File: config.mk
export PLATFORM = sky130hd
export DESIGN_NAME = mux_sel_sequencer
export DESIGN_NICKNAME = d
export VERILOG_FILES = /design/src/rtl/mux_pkg.sv /design/src/rtl/mux_generic_1bit.sv /design/src/rtl/mux_sel_sequencer.sv
export SDC_FILE = /design/constraint.sdc
export NUM_CORES = 1
export LEC_CHECK = 0
export BUFFER_PORTS_ARGS = -buffer_cell sky130_fd_sc_hd__buf_2
export CAP_MARGIN = 15
export CORE_MARGIN = 5
export CORE_UTILIZATION = 40
export DETAILED_ROUTE_END_ITERATION = 6
export HOLD_SLACK_MARGIN = 0.1
export PLACE_DENSITY = 0.7
export SLEW_MARGIN = 10
export SYNTH_ARGS = -nofsm -noshare
export SYNTH_HDL_FRONTEND = slang
export SYNTH_HIERARCHICAL = 1
export SYNTH_SLANG_ARGS = --single-unit
File: constraint.sdc
create_clock -name clk -period 2.2 [get_ports clk]
set_input_delay 0.22 -clock clk [delete_from_list [all_inputs] [get_ports clk]]
set_output_delay 0.22 -clock clk [all_outputs]
set_load 0.005 [all_outputs]
File: src/rtl/mux_pkg.sv
// Shared types and helpers for the one-bit mux and its upstream select sequencer.
package mux_pkg;

  typedef enum logic [0:0] {IDLE, SHIFT} seq_state_t;

  // Select width for an n-input mux; a 2:1 (or degenerate) mux still needs one bit.
  function automatic int sel_width(input int n);
    return (n > 2) ? $clog2(n) : 1;
  endfunction

endpackage

File: src/rtl/mux_generic_1bit.sv
// Generic N:1 one-bit mux; out-of-range select codes yield 0.
module mux_generic_1bit
  import mux_pkg::*;
#(
  parameter int NUM_OF_INPUTS = 5,
  localparam int SEL_W = sel_width(NUM_OF_INPUTS)
) (
  input  logic [NUM_OF_INPUTS-1:0] a,
  input  logic [SEL_W-1:0]         sel,
  output logic                     f
);

  always_comb begin
    f = 1'b0;
    for (int i = 0; i < NUM_OF_INPUTS; i++) begin
      if (sel == SEL_W'(i)) f = a[i];
    end
  end

endmodule

File: src/rtl/mux_sel_sequencer.sv
// Captures a parallel word and scans it out one bit per accepted beat by stepping
// the select of a mux_generic_1bit instance.
module mux_sel_sequencer
  import mux_pkg::*;
#(
  parameter int NUM_OF_INPUTS = 5,
  parameter bit MSB_FIRST = 1'b0,
  localparam int SEL_W = sel_width(NUM_OF_INPUTS)
) (
  input  logic                     clk,
  input  logic                     reset,
  input  logic                     in_valid,
  output logic                     in_ready,
  input  logic [NUM_OF_INPUTS-1:0] in_data,
  output logic                     out_valid,
  input  logic                     out_ready,
  output logic                     out_bit,
  output logic                     out_last,
  output logic [SEL_W-1:0]         sel,
  output logic [NUM_OF_INPUTS-1:0] data_q,
  output logic                     busy
);

  // Handshake: a transfer happens on a rising edge where valid and ready are both
  // high; valid never depends on ready, but in_ready depends on out_ready so the
  // next word can load on the last beat of the current one without a bubble.

  localparam logic [SEL_W-1:0] IDX_MAX = SEL_W'(NUM_OF_INPUTS - 1);
  localparam logic [SEL_W-1:0] FIRST   = MSB_FIRST ? IDX_MAX : '0;
  localparam logic [SEL_W-1:0] LAST    = MSB_FIRST ? '0 : IDX_MAX;

  seq_state_t state;

  logic beat;
  logic load;

  assign out_valid = (state == SHIFT);
  assign busy      = (state == SHIFT);
  assign out_last  = busy & (sel == LAST);
  assign beat      = out_valid & out_ready;
  assign in_ready  = (state == IDLE) | (beat & out_last);
  assign load      = in_valid & in_ready;

  always_ff @(posedge clk or posedge reset) begin
    if (reset) begin
      state  <= IDLE;
      data_q <= '0;
      sel    <= '0;
    end else if (load) begin
      state  <= SHIFT;
      data_q <= in_data;
      sel    <= FIRST;
    end else if (beat) begin
      // The last beat either reloads (handled above) or drops back to IDLE,
      // so sel never steps past LAST.
      if (out_last) state <= IDLE;
      else if (MSB_FIRST) sel <= sel - SEL_W'(1);
      else sel <= sel + SEL_W'(1);
    end
  end

  mux_generic_1bit #(
    .NUM_OF_INPUTS(NUM_OF_INPUTS)
  ) u_mux (
    .a  (data_q),
    .sel(sel),
    .f  (out_bit)
  );

endmodule

* Word level (Yosys, flattened, before mapping) *
Cells that the tools add are included.
Widths: inputs -> output; s select.

word-level totals
  register bits = 9
  bits of input ports = 9
  output and inout port bits = 13
  logic and storage cells = 31

cells by class
  add/subtract/negate cells = 1
  equal/unequal tests = 5
  multiplexer cells = 11
  bitwise gates (word level) = 6
  reductions and logical operators = 5

operator list
  cell                 count
  $mux 3               3
  $mux 1               8
  $eq 3x2->1 const B   2
  $and 1x1->1          4
  $reduce_and 2->1     2
  $reduce_bool 2->1    2
  $add 3x1->3 const B  1
  $eq 3x1->1 const B   1
  $eq 3x3->1 const B   1
  $logic_not 3->1      1
  $ne 2x1->1 const B   1
  $not 1->1            1
  $or 1x1->1           1

* Longest topological paths before layout *
  word-level depth = 7
  gate-level depth with buffers = 5
  mapped depth without buffers = 5

* Cells and area by module *
The synthesis kept the hierarchy.

modules (own cells, without submodules)
  module             times used  cells an instance  area an instance (sq um)  sequential area each (sq um)
  mux_sel_sequencer  1           39                 473.0                     225.2
  mux_generic_1bit   1           6                  53.8                      0.0

* Worst setup path after synthesis *
Ideal clock, no wire load.

  kind = register to register
  start = reg sel[0]
  end = reg data_q[0]
  data arrival time = 1.460 ns
  data required time = 2.075 ns
  slack = 0.615 ns
  cell stages (with the launch flop) = 6
  buffers on the path = 0
  period minus slack after synthesis = 1.585 ns
  cell sequence = dfrtp_1 > inv_1 > ha_1 > nand3_2 > a21boi_4 > mux2_2

on the way
  longest elaborated chain between the ends = 5

ends and longest elaborated chain
  element                 line                     RTL
  start, declared         mux_sel_sequencer.sv:19  output logic [SEL_W-1:0] sel,
  start signal, assigned  mux_sel_sequencer.sv:57  else if (MSB_FIRST) sel <= sel - SEL_W'(1);
  start signal, assigned  mux_sel_sequencer.sv:58  else sel <= sel + SEL_W'(1);
  $eq 3x3->1              mux_sel_sequencer.sv:39  assign out_last = busy & (sel == LAST);
  $and 1x1->1             mux_sel_sequencer.sv:39
  $and 1x1->1             mux_sel_sequencer.sv:41  assign in_ready = (state == IDLE) | (beat & out_last);
  $or 1x1->1              mux_sel_sequencer.sv:41
  $and 1x1->1             mux_sel_sequencer.sv:42  assign load = in_valid & in_ready;
  end signal, assigned    mux_sel_sequencer.sv:51  data_q <= in_data;
  end, declared           mux_sel_sequencer.sv:20  output logic [NUM_OF_INPUTS-1:0] data_q,

No other way between the ends.
A chain may end at the register's enable or synchronous reset.

* Worst setup path in the final report *
  start = reg sel[0]
  end = reg data_q[4]

Same word-level chain as after synthesis.

==> results.sh <==
export IMPL_design_power_total_uw=866
export IMPL_diodes=0
export IMPL_period_minus_slack_ps=1720
export IMPL_power_density_mw_per_mm2=1280
export IMPL_setup_violations=0
export IMPL_outcome="complete, no violations"
export IMPL_grt_pass1_vias=401
export IMPL_timing_hold_ws_ps=181
export IMPL_combPwrFrac=0.460
export IMPL_start_kind="flip-flop"
export IMPL_drt_initial_drc_count=9
export IMPL_slew_violations=0
export IMPL_fmax_mhz=582
export IMPL_drive_above_1_share=0.507
export IMPL_htreeDepth=1
export IMPL_swShare=0.363
export IMPL_worstSetupPathType="flip-flop to flip-flop"
export IMPL_pin_count=22
export IMPL_p_sw_uw=315
export IMPL_yosysWarnings=6
export IMPL_finClkSkew_ps=8.22
export IMPL_stdcell_count=84
export IMPL_crit_slowest_cell="dfrtp_1"
export IMPL_worstPathMaxFanout=7
export IMPL_path_cells="inv_1, ha_1, nand3_2, a21boi_4, mux2_2"
export IMPL_end_kind="flip-flop"
export IMPL_synthArstFlopShare=1.00
export IMPL_leakage_uw=0.000348
export IMPL_cts_buffer_depth=2
export IMPL_wl_per_cell_um=12.9
export IMPL_fin_ws_ps=483
export IMPL_crit_required_ps=2350
export IMPL_portBuffers=21
export IMPL_tns_ps=0
export IMPL_die_x_um=46.3
export IMPL_placed_cells=79
export IMPL_seq_power_share=0.390
export IMPL_routed_wl_um=1090
export IMPL_synth_edf_count=0
export IMPL_n_fill_cell=122
export IMPL_clkSinkCount=9
export IMPL_intPower_uw=551
export IMPL_via_count=421
export IMPL_insertion_delay_ps=270
export IMPL_avgSynthCellArea_um2=11.7
export IMPL_syn_area_um2=527
export IMPL_hold_class="input port to flip-flop"
export IMPL_slew_headroom=0.750
export IMPL_cts_tree="built"
export IMPL_worstPathArrival_ps=1870
export IMPL_syn_inst=45
export IMPL_synth_nets=56
export IMPL_nNetsFinal=81
export IMPL_yosysUniqueCellTypes=25
export IMPL_ant_nets=0
export IMPL_rsz0062_at_grt="no"
export IMPL_synth_seq_area_share=0.428
export IMPL_clock_power_share=0.150
export IMPL_die_area_mm2=0.00214
export IMPL_cts_made_buffers=3
export IMPL_root_buffer="clkbuf_4"
export IMPL_synth_main_ff_cell="dfrtp_1"
export IMPL_first_pass_iters=4
export IMPL_cap_violations=0
export IMPL_period_share=0.780
export IMPL_start_util=0.415
export IMPL_crit_buf_inv=1
export IMPL_finalHoldViolCount=0
export IMPL_grt_remaining_overflow=0
export IMPL_area_growth_syn_to_layout_pct=28.0
export IMPL_peakVddDrop_mv=0.603
export IMPL_grt_max_degree=12
export IMPL_reg2reg_slack_ps=480
export IMPL_clk_pin_slew_ps=70
export IMPL_track_usage=0.114
export IMPL_crit_family="flip-flops"
export IMPL_grt_first_pass_wirelength_um=1720
export IMPL_synth_seq_cells=9
export IMPL_max_slew_worst_pin_slew_ps=375
export IMPL_die_h_um=46.3
export IMPL_routabilityCongestion=0.769
export IMPL_cpPeakStageDelay_ps=460
export IMPL_grt_antenna_before_repair=0
export IMPL_dp_slack_ps=489
export IMPL_routed_via_density=5.01
export IMPL_postCtsSetupBuffers=0
export IMPL_drc=0
export IMPL_fp_row_count=13
export IMPL_core_area_mm2=0.00127
[Yosys cell counts, types with 2 or more instances]
library cell | n | share of area
a22o_1 | 2 | 0.033
dfrtp_1 | 9 | 0.43
ha_1 | 2 | 0.047
inv_1 | 3 | 0.021
mux2_2 | 5 | 0.11
mux2i_1 | 3 | 0.057
nand2_1 | 2 | 0.014
nand3_1 | 2 | 0.019
[stage by stage]
step                cell area [um^2]   util
finish                           674  0.532
global route                     674  0.532
CTS                              674  0.532
detailed placement               638  0.503
global placement                 638  0.503
floorplan                        527      -
[area by class of cell]
class / instances / area (um^2) / share of cell area
flip-flops and latches: 9 / 225 / 0.334
multi-input cells: 31 / 278 / 0.412
inverters: 3 / 11.3 / 0.0167
repair buffers: 22 / 115 / 0.171
clock buffers: 4 / 26.3 / 0.0390
well taps: 15 / 18.8 / 0.0278
[state kept, by name, summed over array words and instances, names as in the netlist]
name    count
data_q      5
busy        1
sel         3
[layout by cell type, fill, tap and decap left out, drive strengths merged]
cell type    count
buf             21
dfrtp            9
mux2             6
clkbuf           4
mux2i            3
inv              3
nand3            3
nand2            2
a22o             2
ha               2
nor2b            1
o21ai            1
a2bb2oi          1
a21boi           1
a21bo            1
a21oi            1
and2b            1
a31o             1
and3             1
nand2b           1
dlygate4sd3      1
nand3b           1
nor2             1
o311ai           1
[routing by layer]
layer	GRT usage	share of wire	routed length [um]
met5	0	0	0
met4	0.0341	0.0074	8
met3	0.0625	0.13	140
met2	0.179	0.43	463
met1	0.132	0.44	475
[timing repair]
item,4_1_cts,5_1_grt
endpoints found under the hold margin,9,0
hold buffers,1,0
gates resized for setup,0,0
[final timing paths]
kind | cells after the start | from | end
max reg2reg | 5 | sel[0] | data_q[4]
min reg2reg | 1 | data_q[1] | data_q[1]
max in group asynchronous | 3 | reset | data_q[3]
min in group asynchronous | 3 | reset | data_q[0]
min | 2 | in_data[0] | data_q[0]
max | 5 | sel[0] | data_q[4]
[power by group through the flow]
stage               clock (uW)  combinational [uW]  sequential (uW)
detailed placement           0                 405              339
global route               145                 442              352
global placement             0                 397              335
CTS                        132                 408              337
finish                     130                 398              337
floorplan                    0                 263              328
[kinds of logic (layout without fill, tap and decap cells)]
logic type                 after synthesis  count (layout)  synth area share
adders and majority gates                2               2            0.0475
buffers and inverters                    5              29            0.0451
muxes                                    9               9             0.192
and+or+nand+nor                         11              11             0.131
AOI/OAI and AO/OA                        9               9             0.157
DFF                                      9               9             0.428
No activity file was read; power rests on OpenSTA's default activity.
